$ cat src/rtl/mem_access_unit_pkg.sv
// mem_pkg: shared definitions for the memory-stage access unit.
//   - access size encodings (SZ_BYTE/SZ_HALF/SZ_WORD; 2'b11 is reserved and behaves as word)
//   - FSM state type (ST_IDLE/ST_ACCESS/ST_DONE)
//   - is_misaligned(): alignment predicate for a size and the low address bits
package mem_pkg;

   localparam logic [1:0] SZ_BYTE = 2'b00;
   localparam logic [1:0] SZ_HALF = 2'b01;
   localparam logic [1:0] SZ_WORD = 2'b10;

   typedef enum logic [1:0] {
      ST_IDLE,
      ST_ACCESS,
      ST_DONE
   } state_t;

   function automatic logic is_misaligned(input logic [1:0] size, input logic [1:0] addr_lo);
      logic result;
      case (size)
         SZ_BYTE: result = 1'b0;
         SZ_HALF: result = addr_lo[0];
         default: result = (addr_lo != 2'b00);
      endcase
      return result;
   endfunction

endpackage

$ cat src/rtl/mem_access_unit_load_align.sv
// load_align: combinational load lane selection and extension.
// Ports:
//   bus_rdata   in  32  word returned by the data memory
//   addr_lo     in  2   byte offset of the access within the word
//   size        in  2   access size (byte/half/word, reserved = word)
//   is_unsigned in  1   1 = zero-extend, 0 = sign-extend
//   result      out 32  right-justified, extended load value
module load_align
   import mem_pkg::*;
(
   input  logic [31:0] bus_rdata,
   input  logic [1:0]  addr_lo,
   input  logic [1:0]  size,
   input  logic        is_unsigned,
   output logic [31:0] result
);

   logic [31:0] lane;
   logic        sign8;
   logic        sign16;

   always_comb begin
      lane   = bus_rdata >> {addr_lo, 3'b000};
      sign8  = ~is_unsigned & lane[7];
      sign16 = ~is_unsigned & lane[15];
      case (size)
         SZ_BYTE: result = {{24{sign8}}, lane[7:0]};
         SZ_HALF: result = {{16{sign16}}, lane[15:0]};
         default: result = lane;
      endcase
   end

endmodule

$ cat src/rtl/mem_access_unit.sv
// mem_access_unit: memory-stage load/store unit on a word-wide req/ack bus.
// Accepts one aligned command from execute, holds the bus request until ack
// or timeout, and returns extended load data to the memory/writeback register.
// Ports:
//   clk, reset_n                 clock, async active-low reset
//   mem_read, mem_write          command (read wins when both set)
//   size, is_unsigned            access size, load extension mode
//   addr, wdata                  byte address, right-justified store data
//   bus_req/we/addr/be/wdata     registered bus request fields
//   bus_ack, bus_rdata           single-cycle acknowledge with read word
//   stall                        freezes upstream while a command is in flight
//   load_data                    extended load result
//   done, misaligned, bus_timeout  one-cycle completion/abort pulses
module mem_access_unit
   import mem_pkg::*;
#(
   parameter int unsigned TIMEOUT = 16
) (
   input  logic        clk,
   input  logic        reset_n,
   input  logic        mem_read,
   input  logic        mem_write,
   input  logic [1:0]  size,
   input  logic        is_unsigned,
   input  logic [31:0] addr,
   input  logic [31:0] wdata,
   output logic        bus_req,
   output logic        bus_we,
   output logic [31:0] bus_addr,
   output logic [3:0]  bus_be,
   output logic [31:0] bus_wdata,
   input  logic        bus_ack,
   input  logic [31:0] bus_rdata,
   output logic        stall,
   output logic [31:0] load_data,
   output logic        done,
   output logic        misaligned,
   output logic        bus_timeout
);

   localparam logic [7:0] CNT_LAST = 8'(TIMEOUT - 1);

   state_t      state;
   state_t      state_next;
   logic [7:0]  wait_cnt;
   logic        cmd;
   logic        cmd_misaligned;
   logic        accept;
   logic        timeout_hit;
   logic [3:0]  be_next;
   logic [31:0] wdata_next;
   logic [1:0]  lane_q;
   logic [1:0]  size_q;
   logic        unsigned_q;
   logic [31:0] aligned_rdata;

   always_comb begin
      cmd            = mem_read | mem_write;
      cmd_misaligned = is_misaligned(size, addr[1:0]);
      accept         = (state == ST_IDLE) && cmd && !cmd_misaligned;
      timeout_hit    = (state == ST_ACCESS) && !bus_ack && (wait_cnt == CNT_LAST);
      case (size)
         SZ_BYTE: begin
            be_next    = 4'b0001 << addr[1:0];
            wdata_next = {4{wdata[7:0]}};
         end
         SZ_HALF: begin
            be_next    = 4'b0011 << addr[1:0];
            wdata_next = {2{wdata[15:0]}};
         end
         default: begin
            be_next    = 4'b1111;
            wdata_next = wdata;
         end
      endcase
   end

   always_comb begin
      state_next = state;
      case (state)
         ST_IDLE:   if (accept) state_next = ST_ACCESS;
         ST_ACCESS: begin
            if (bus_ack)          state_next = ST_DONE;
            else if (timeout_hit) state_next = ST_IDLE;
         end
         ST_DONE:   state_next = ST_IDLE;
         default:   state_next = ST_IDLE;
      endcase
   end

   always_ff @(posedge clk or negedge reset_n) begin
      if (!reset_n) state <= ST_IDLE;
      else          state <= state_next;
   end

   // Lane, size and extension mode are latched so the load result does not
   // depend on upstream still holding its inputs during the ack cycle.
   always_ff @(posedge clk or negedge reset_n) begin
      if (!reset_n) begin
         wait_cnt    <= '0;
         bus_we      <= 1'b0;
         bus_addr    <= '0;
         bus_be      <= '0;
         bus_wdata   <= '0;
         lane_q      <= '0;
         size_q      <= '0;
         unsigned_q  <= 1'b0;
         load_data   <= '0;
         bus_timeout <= 1'b0;
      end else begin
         bus_timeout <= timeout_hit;
         if (accept) begin
            wait_cnt   <= '0;
            bus_we     <= ~mem_read;
            bus_addr   <= {addr[31:2], 2'b00};
            bus_be     <= be_next;
            bus_wdata  <= wdata_next;
            lane_q     <= addr[1:0];
            size_q     <= size;
            unsigned_q <= is_unsigned;
         end else if ((state == ST_ACCESS) && !bus_ack) begin
            wait_cnt <= wait_cnt + 8'd1;
         end
         if ((state == ST_ACCESS) && bus_ack && !bus_we) load_data <= aligned_rdata;
         else if (timeout_hit)                             load_data <= '0;
      end
   end

   load_align u_load_align (
      .bus_rdata   (bus_rdata),
      .addr_lo     (lane_q),
      .size        (size_q),
      .is_unsigned (unsigned_q),
      .result      (aligned_rdata)
   );

   // bus_req follows the state register, so reset removes it asynchronously.
   // stall and misaligned are gated by reset_n so they read 0 while reset is
   // held even if upstream still presents a command.
   always_comb begin
      bus_req    = (state == ST_ACCESS);
      done       = (state == ST_DONE);
      misaligned = reset_n && (state == ST_IDLE) && cmd && cmd_misaligned;
      stall      = reset_n && (accept || (state == ST_ACCESS));
   end

endmodule

$ cat config.mk
export PLATFORM = sky130hd
export DESIGN_NAME = mem_access_unit
export DESIGN_NICKNAME = d
export VERILOG_FILES = /design/src/rtl/mem_access_unit_pkg.sv /design/src/rtl/mem_access_unit_load_align.sv /design/src/rtl/mem_access_unit.sv
export SDC_FILE = /design/constraint.sdc
export NUM_CORES = 1
export LEC_CHECK = 0
export CAP_MARGIN = 15
export CORE_ASPECT_RATIO = 0.75
export CORE_UTILIZATION = 44
export DETAILED_ROUTE_END_ITERATION = 6
export PLACE_DENSITY_LB_ADDON = 0.2
export SLEW_MARGIN = 10
export SYNTH_ARGS = -nofsm -noshare
export SYNTH_HDL_FRONTEND = slang
export SYNTH_SLANG_ARGS = --single-unit
$ cat constraint.sdc
create_clock -name clk -period 2.4 [get_ports clk]
set_input_delay 0.48 -clock clk [delete_from_list [all_inputs] [get_ports clk]]
set_output_delay 0.48 -clock clk [all_outputs]
set_load 0.1 [all_outputs]
==> Word-level counts from Yosys, hierarchy flattened <==
Cells that the tools add are included.
Widths: inputs -> output; s select.
{ "word_totals": {"register_bits": 115, "latchBits": 0, "ramBits": 0, "rom_bits": 0, "input_bits": 104, "out_inout_bits": 106, "word_cells": 60, "mem_count": 0} }
{ "classes": {"addsub": 1, "multipliers": 0, "n_div": 0, "magnitude_cmp": 0, "eq_ne": 7, "n_shift": 3, "mux": 12, "n_bitwise": 5, "n_reduce_logical": 21} }
{ "ops": {"columns": ["cell", "count"], "rows": [
  ["$pmux 32 s2", 2],
  ["$mux 32", 2],
  ["$shr 32x5->32", 1],
  ["$mux 8", 2],
  ["$logic_and 1x1->1", 10],
  ["$add 8x1->8 const B", 1],
  ["$eq 8x4->1 const B", 1],
  ["$pmux 4 s2", 1],
  ["$eq 2x1->1 const B", 3],
  ["$logic_not 2->1", 3],
  ["$mux 2", 3],
  ["$reduce_bool 2->1", 3],
  ["$pmux 2 s2", 1],
  ["$shl 1x2->4 const A", 1],
  ["$shl 2x2->4 const A", 1],
  ["$logic_not 1->1", 3],
  ["$ne 3x1->1 const B", 1],
  ["$and 1x1->1", 2],
  ["$eq 2x2->1 const B", 1],
  ["$ne 2x2->1 const B", 1],
  ["$not 1->1", 2],
  ["$pmux 1 s2", 1],
  ["$reduce_and 2->1", 1],
  ["$logic_or 1x1->1", 1],
  ["$or 1x1->1", 1]
]} }

==> Logic depth before layout (Yosys ltp) <==
Gate-level depths: netlist of run 1.
{ "logic_depth": {"depth_word": 6, "mapped_depth": 8, "ltp_nobuf": 5} }

==> Modules after synthesis <==
Synthesis of run 1 repeated with hierarchy kept, for this count alone.
{ "unflattened": {"cells_unflattened": 527, "hier_area_um2": 5780.5} }
{ "by_module_without_submodules": {"columns": ["mod", "n_inst", "cells_each", "area_per_inst_um2", "seq_area_each_um2"], "rows": [
  ["mem_access_unit", 1, 424, 5012.3, 2877.8],
  ["load_align", 1, 103, 768.2, 0.0]
]} }

==> Least setup slack after synthesis of run 1 <==
OpenSTA, ideal clock, no wires.
{ "synth_path": {"kind": "flip-flop to output port", "from": "reg state[0]", "to": "out stall", "t_arrival_ns": 2.737, "t_required_ns": 1.920, "setup_slack_ns": -0.817, "stages_incl_launch_ff": 3, "n_path_buf": 0, "cell_sequence": "dfrtp_1 -> nor2b_1 -> o21a_1"} }
{ "synth_via": {"elab_cells_between_ends": 6, "cone_classes": "eq/ne (1); reduce/logical (5)"} }
{ "synth_rtl": {"columns": ["element", "line_no", "rtl"], "rows": [
  ["start, declared", "mem_access_unit.sv:43", "state_t state;"],
  ["start signal, assigned", "mem_access_unit.sv:93", "else state <= state_next;"],
  ["$eq 2x1->1", null, null],
  ["named net bus_req", "mem_access_unit.sv:27", "output logic bus_req,"],
  ["$logic_or 1x1->1", "mem_access_unit.sv:144", "stall = reset_n && (accept || (state == ST_ACCESS));"],
  ["$logic_and 1x1->1", "mem_access_unit.sv:144", null],
  ["end, declared", "mem_access_unit.sv:34", "output logic stall,"]
]} }
The timed path passes the listed nets, and every way through them passes these cells.

==> Worst setup path in the final report of run 1 <==
{ "layout_path": {"from": "in mem_read", "to": "out stall"} }
{ "layout_via": {"elab_chain_len": 5} }
{ "layout_lines": {"columns": ["element", "line_no", "rtl"], "rows": [
  ["start, declared", "mem_access_unit.sv:21", "input logic mem_read,"],
  ["$or 1x1->1", "mem_access_unit.sv:58", "cmd = mem_read | mem_write;"],
  ["$logic_and 1x1->1 (2 in a row)", "mem_access_unit.sv:60", "accept = (state == ST_IDLE) && cmd && !cmd_misaligned;"],
  ["$logic_or 1x1->1", "mem_access_unit.sv:144", null],
  ["$logic_and 1x1->1", "mem_access_unit.sv:144", null]
]} }
No other way between the ends.

==> results of run 1 <==
worst max-delay path: cells and delay by family:
family | cells | cell delay [ns]
AO/OA/AOI/OAI | 1 | 0.20
buffers and inverters | 2 | 0.69
AND/OR/NAND/NOR | 2 | 0.45
sequential cells by signal, indices dropped and copies added, names as in the netlist:
| signal | count |
|---|---|
| bus_be | 4 |
| size_q | 2 |
| bus_addr | 30 |
| bus_we | 1 |
| lane_q | 2 |
| bus_wdata | 32 |
| bus_timeout | 1 |
| unsigned_q | 1 |
| state | 2 |
| load_data | 32 |
| wait_cnt | 8 |
cell families after synthesis:
| kind of cell | after synthesis | share of synthesized area |
|---|---|---|
| and+or+nand+nor | 231 | 0.1926 |
| DFF | 115 | 0.5318 |
| AOI/OAI and AO/OA | 110 | 0.1410 |
| muxes | 43 | 0.08601 |
| buffers and inverters | 42 | 0.03746 |
| xor gates and xnor gates | 5 | 0.008094 |
| adders and majority gates | 1 | 0.002312 |
| other | 1 | 0.0006930 |
worst paths after layout:
path                         startpoint            end  slack, ns
max                            mem_read          stall       0.09
min                             reset_n  bus_wdata[16]       0.23
max reg2reg                    state[1]  bus_wdata[19]       0.38
min reg2reg                bus_addr[15]   bus_addr[15]       0.48
max in group asynchronous       reset_n       state[1]       1.50
min in group clk           bus_addr[15]   bus_addr[15]       0.48
cells in the mapped netlist, drive strengths merged (2+ instances only):
| cell type | count |
|---|---|
| nand2 | 164 |
| dfrtp | 115 |
| o21ai | 39 |
| mux2i | 33 |
| a221o | 24 |
| a21oi | 22 |
| buf | 22 |
| clkbuf | 20 |
| nor2 | 13 |
| nor2b | 12 |
| nor3 | 12 |
| nand3b | 9 |
| a22o | 8 |
| mux2 | 8 |
| o2bb2ai | 8 |
| nor3b | 3 |
| or2 | 3 |
| or3 | 3 |
| xnor2 | 3 |
| mux4 | 2 |
| nand3 | 2 |
| nand4 | 2 |
| xor2 | 2 |
final cells by class:
class | instances | area, µm²
clock buffers | 17 | 425.4
multi-input cells | 392 | 2381
fillers | 889 | 3616
clock inverters | 15 | 182.7
repair buffers | 237 | 2097
flip-flops and latches | 115 | 2879
well taps | 162 | 202.7
metrics by stage:
stage	utilization	setup WS [ns]	hold WS, ns	instances	instance area [µm²]
2_1_floorplan	-	-0.3303	0.1844	549	5421
3_3_place_gp	0.6408	-0.09159	0.4611	906	7551
3_5_place_dp	0.6408	-0.1778	0.4639	906	7551
4_1_cts	0.6926	0.01193	0.2348	938	8162
5_1_grt	0.6931	0.006469	0.2646	938	8168
6_report	0.6931	0.08609	0.2293	938	8168
metal layers:
metal	global-route usage	share of wire	vias to the layer above
met1	0.3443	0.43	2433
li1	-	-	2337
met3	0.09699	0.080	27
met4	0.1011	0.018	0
met2	0.4063	0.47	198
met5	0	0	-
repair_timing:
item,in CTS,in global routing
setup endpoints to repair,1,1
resized for setup,2,1
hold buffers,0,0
pin swaps,1,2
hold endpoints to repair,0,0
==> results.json, run 1 <==
{
  "grt.total_usage": 0.2662,
  "n_antenna_cell": 0,
  "synth_cell_types": 48,
  "ys.warnings.count": 0,
  "cp-start-kind": "input port",
  "finalSetupViolations": 0,
  "cts_buffers": 17,
  "post_synth_inst_count": 548,
  "post-route-period-util": 0.9641,
  "cp_slowest_cell": "sky130_fd_sc_hd__clkdlybuf4s50_1",
  "worst_hold_path_type": "in -> async",
  "synth-main-ff-cell": "sky130_fd_sc_hd__dfrtp_1",
  "postCtsSetupRepairBufs": 0,
  "synth_area_per_cell_um2": 9.875,
  "async_reset_ff_frac": 1.000,
  "kind_of_end_point_of_the_critical_path": "primary output",
  "synth.ff_latch_count": 115,
  "timing.max_cap.violations": 0,
  "starting_utilization_of_the_core_area": 0.4592,
  "clock.fmax_mhz": 432.2,
  "floorplan.rows": 34,
  "worst_clock_skew_ns": 0.006796,
  "synthesis.area_um2": 5411,
  "most_common_cell_after_layout_fill_and_taps_aside": "sky130_fd_sc_hd__nand2_1",
  "post-dp-hpwl_um": 11710,
  "grt-ovfl-total": 0,
  "slew-limit-headroom": 0.4372,
  "grt_setup_unrepaired": "no",
  "vias": 4995,
  "design.die.area_um2": 12750,
  "critPathMaxFanout": 5,
  "synth_largest_type_area_fraction": 0.5318,
  "maximum_number_of_pins_on_one_net_before_global_route_repair": 68,
  "fp.dieW_um": 130.1,
  "mostFrequentLayoutCells": "sky130_fd_sc_hd__nand2_1 (164), sky130_fd_sc_hd__buf_4 (130), sky130_fd_sc_hd__dfrtp_1 (114), sky130_fd_sc_hd__clkdlybuf4s50_1 (102), sky130_fd_sc_hd__o21ai_0 (38)",
  "worst_reg2reg_path_length_in_cells": 5,
  "netlist.top_cell.by_area": "sky130_fd_sc_hd__dfrtp_1",
  "numClockSinks": 115,
  "timing.critical_path.arrival_ns": 1.83,
  "drt-vias-per-instance": 5.325,
  "timing.setup.critical_path_class": "in -> out",
  "globalplace.congestion": 0.8216,
  "min_clock_period_post_route_ns": 2.314,
  "synth_enable_flop_cells": 0,
  "htreeDepth": 4,
  "tritoncts": "yes",
  "average_routed_wire_per_standard_cell_um": 17.14,
  "port-buffer-count": 207,
  "grt_pass1_wl_um": 25910,
  "setup-tns-final_ns": 0,
  "slew_at_the_pin_with_the_worst_max_slew_slack_ns": 0.8442,
  "number_of_global_route_vias_before_repair": 5127,
  "timing_hold_violations_final": 0,
  "layout_cell_share_with_drive_strength_beyond_1": 0.2436,
  "clkLatencyLatePin_ns": 0.41,
  "core_area_um2": 11780,
  "number_of_drc_violations_after_detailed_routing": 0,
  "flow.area_growth_from_synthesis_pct": 50.94,
  "clockBufferDepth": 2,
  "drt-pass1-iter-count": 5,
  "crit_required_ns": 1.92,
  "postRouteWirelength_um": 16080,
  "top_level_ports": 210,
  "status": "finished, final reports clean",
  "die_height_um": 98.04,
  "initialDrtViolationCount": 340,
  "cp_slowest_stage_delay_ns": 0.51,
  "timing_max_transition_violations_final": 0,
  "ys_top_cells_by_area": "sky130_fd_sc_hd__dfrtp_1 (53%), sky130_fd_sc_hd__nand2_1 (11%), sky130_fd_sc_hd__mux2i_1 (6.1%), sky130_fd_sc_hd__a221o_1 (4.4%), sky130_fd_sc_hd__o21ai_0 (3.6%)",
  "crit_chain": "clkdlybuf4s50_1 -> nor2_1 -> nor4bb_4 -> o21a_1 -> buf_12",
  "final_antenna_net_count": 0,
  "synth-seq-area-share": 0.5318,
  "grt_antenna_before_repair": 0,
  "clkSlewWorstSetupHoldPaths_ns": 0.06,
  "root_driver": "sky130_fd_sc_hd__clkbuf_16",
  "finalNetCount": 868
}
Power of run 1 is not shown: default switching activity piles up to over one toggle a cycle in this logic, so the estimate is an artifact.
==> run 2: changes to the inputs <==
CORE_UTILIZATION = 48   (was 44)
clock period = 2.8 ns   (was 2.4 ns; I/O delays follow)
==> results.json, run 2 (synthesis gave the netlist of run 1 again) <==
{
  "starting_utilization_of_the_core_area": 0.4946,
  "timing_max_transition_violations_final": 0,
  "flow.area_growth_from_synthesis_pct": 47.86,
  "finalNetCount": 858,
  "grt.total_usage": 0.2821,
  "most_common_cell_after_layout_fill_and_taps_aside": "sky130_fd_sc_hd__nand2_1",
  "critPathMaxFanout": 5,
  "core_area_um2": 10940,
  "numClockSinks": 115,
  "finalSetupViolations": 0,
  "place_ws_ns": 0.06538,
  "clock.fmax_mhz": 372.4,
  "initialDrtViolationCount": 318,
  "fill_cells": 776,
  "post-route-period-util": 0.9589,
  "htreeDepth": 4,
  "fp.dieW_um": 124.6,
  "drt-vias-per-instance": 5.440,
  "top_regs": "bus_wdata (32), load_data (32), bus_addr (30)",
  "slew_at_the_pin_with_the_worst_max_slew_slack_ns": 0.7501,
  "postCtsSetupRepairBufs": 0,
  "vias": 4929,
  "clockBufferDepth": 2,
  "grt_antenna_before_repair": 0,
  "post-dp-hpwl_um": 11230,
  "seqCellArea_um2": 2878,
  "grt-ovfl-total": 0,
  "timing.max_cap.violations": 0,
  "design.die.area_um2": 11710,
  "postCtsResizedCells": 0,
  "clkSlewWorstSetupHoldPaths_ns": 0.05,
  "average_routed_wire_per_standard_cell_um": 17.60,
  "globalplace.congestion": 0.8289,
  "port-buffer-count": 207,
  "timing.critical_path.arrival_ns": 2.13,
  "grt_pass1_wl_um": 25360,
  "root_driver": "sky130_fd_sc_hd__clkbuf_16",
  "cp-start-kind": "input port",
  "status": "finished, final reports clean",
  "tritoncts": "yes",
  "min_clock_period_post_route_ns": 2.685,
  "floorplan.rows": 33,
  "drt-pass1-iter-count": 5,
  "kind_of_end_point_of_the_critical_path": "primary output",
  "cts_buffers": 17,
  "mostFrequentLayoutCells": "sky130_fd_sc_hd__nand2_1 (164), sky130_fd_sc_hd__buf_4 (121), sky130_fd_sc_hd__dfrtp_1 (115), sky130_fd_sc_hd__clkdlybuf4s50_1 (102), sky130_fd_sc_hd__o21ai_0 (39)",
  "postRouteWirelength_um": 15950,
  "grt_setup_unrepaired": "no",
  "die_height_um": 93.96,
  "number_of_drc_violations_after_detailed_routing": 0,
  "multi_input_area_um2": 2379,
  "top_level_ports": 210,
  "final_antenna_net_count": 0,
  "clkLatencyLatePin_ns": 0.42,
  "crit_required_ns": 2.24,
  "timing.setup.critical_path_class": "in -> out",
  "layout_cell_share_with_drive_strength_beyond_1": 0.2311,
  "n_antenna_cell": 0,
  "maximum_number_of_pins_on_one_net_before_global_route_repair": 115,
  "worst_hold_path_type": "reg -> reg",
  "worst_clock_skew_ns": 0.005870,
  "final_critical_path_setup_slack_ns": 0.1150,
  "timing_hold_violations_final": 0,
  "slew-limit-headroom": 0.4988,
  "number_of_global_route_vias_before_repair": 4975
}
==> run 2: cell count changes in the layout (fill, tap and decap cells not counted), sizes merged <==
cell	change
clkinv	-3
buf	-11
inv	+1
bufinv	-2
clkbuf	+1
clkinvlp	+3
dlygate4sd3	+1
==> run 2: final timing paths <==
check,startpoint,to,slack (ns),cells past startpoint
max reg2reg,state[1],bus_wdata[18],0.63,5
min in group asynchronous,reset_n,bus_wdata[8],0.48,2
min,bus_addr[25],bus_addr[25],0.47,2
max in group asynchronous,reset_n,bus_wdata[6],1.51,3
min reg2reg,bus_addr[25],bus_addr[25],0.47,2
max,mem_read,misaligned,0.11,6
==> run 2: per-stage QoR <==
stage          hold slack, ns  cells  TNS (ns)  area [µm²]  utilization
5_1_grt                0.4950    906         0        8001       0.7313
3_3_place_gp           0.3662    873         0        7416       0.6778
3_5_place_dp           0.3655    873         0        7416       0.6778
2_1_floorplan          0.2644    549  -0.09027        5421            -
4_1_cts                0.4755    906         0        7996       0.7308
6_report               0.4719    906         0        8001       0.7313
==> run 2: final cells by class <==
cell class                      count  share of cell area
Clock buffer                       18             0.05489
Sequential cell                   115              0.3597
Timing Repair Buffer              227              0.2499
Tap cell                          140             0.02189
Clock inverter                     14             0.01642
Multi-Input combinational cell    392              0.2973
==> run 2: what timing repair did <==
action,CTS,global route
setup endpoints to repair,0,0
hold endpoints to repair,1,0
hold buffers,1,0
==> run 2: layer usage <==
metal / wire length, µm / share of wire / track usage
met1: 6845 / 0.43 / 0.3539
met2: 7605 / 0.48 / 0.4609
met3: 1326 / 0.083 / 0.09681
met4: 168 / 0.011 / 0.08835
met5: 0 / 0 / 0
==> run 2: critical path: stages <==
cell and delay (ns):
sky130_fd_sc_hd__clkdlybuf4s50_1 0.60, sky130_fd_sc_hd__nor2_1 0.16, sky130_fd_sc_hd__nor2_1 0.32, sky130_fd_sc_hd__nand2_1 0.11, sky130_fd_sc_hd__a21oi_2 0.17, sky130_fd_sc_hd__buf_12 0.20
Power of run 2 is left out for the same reason.
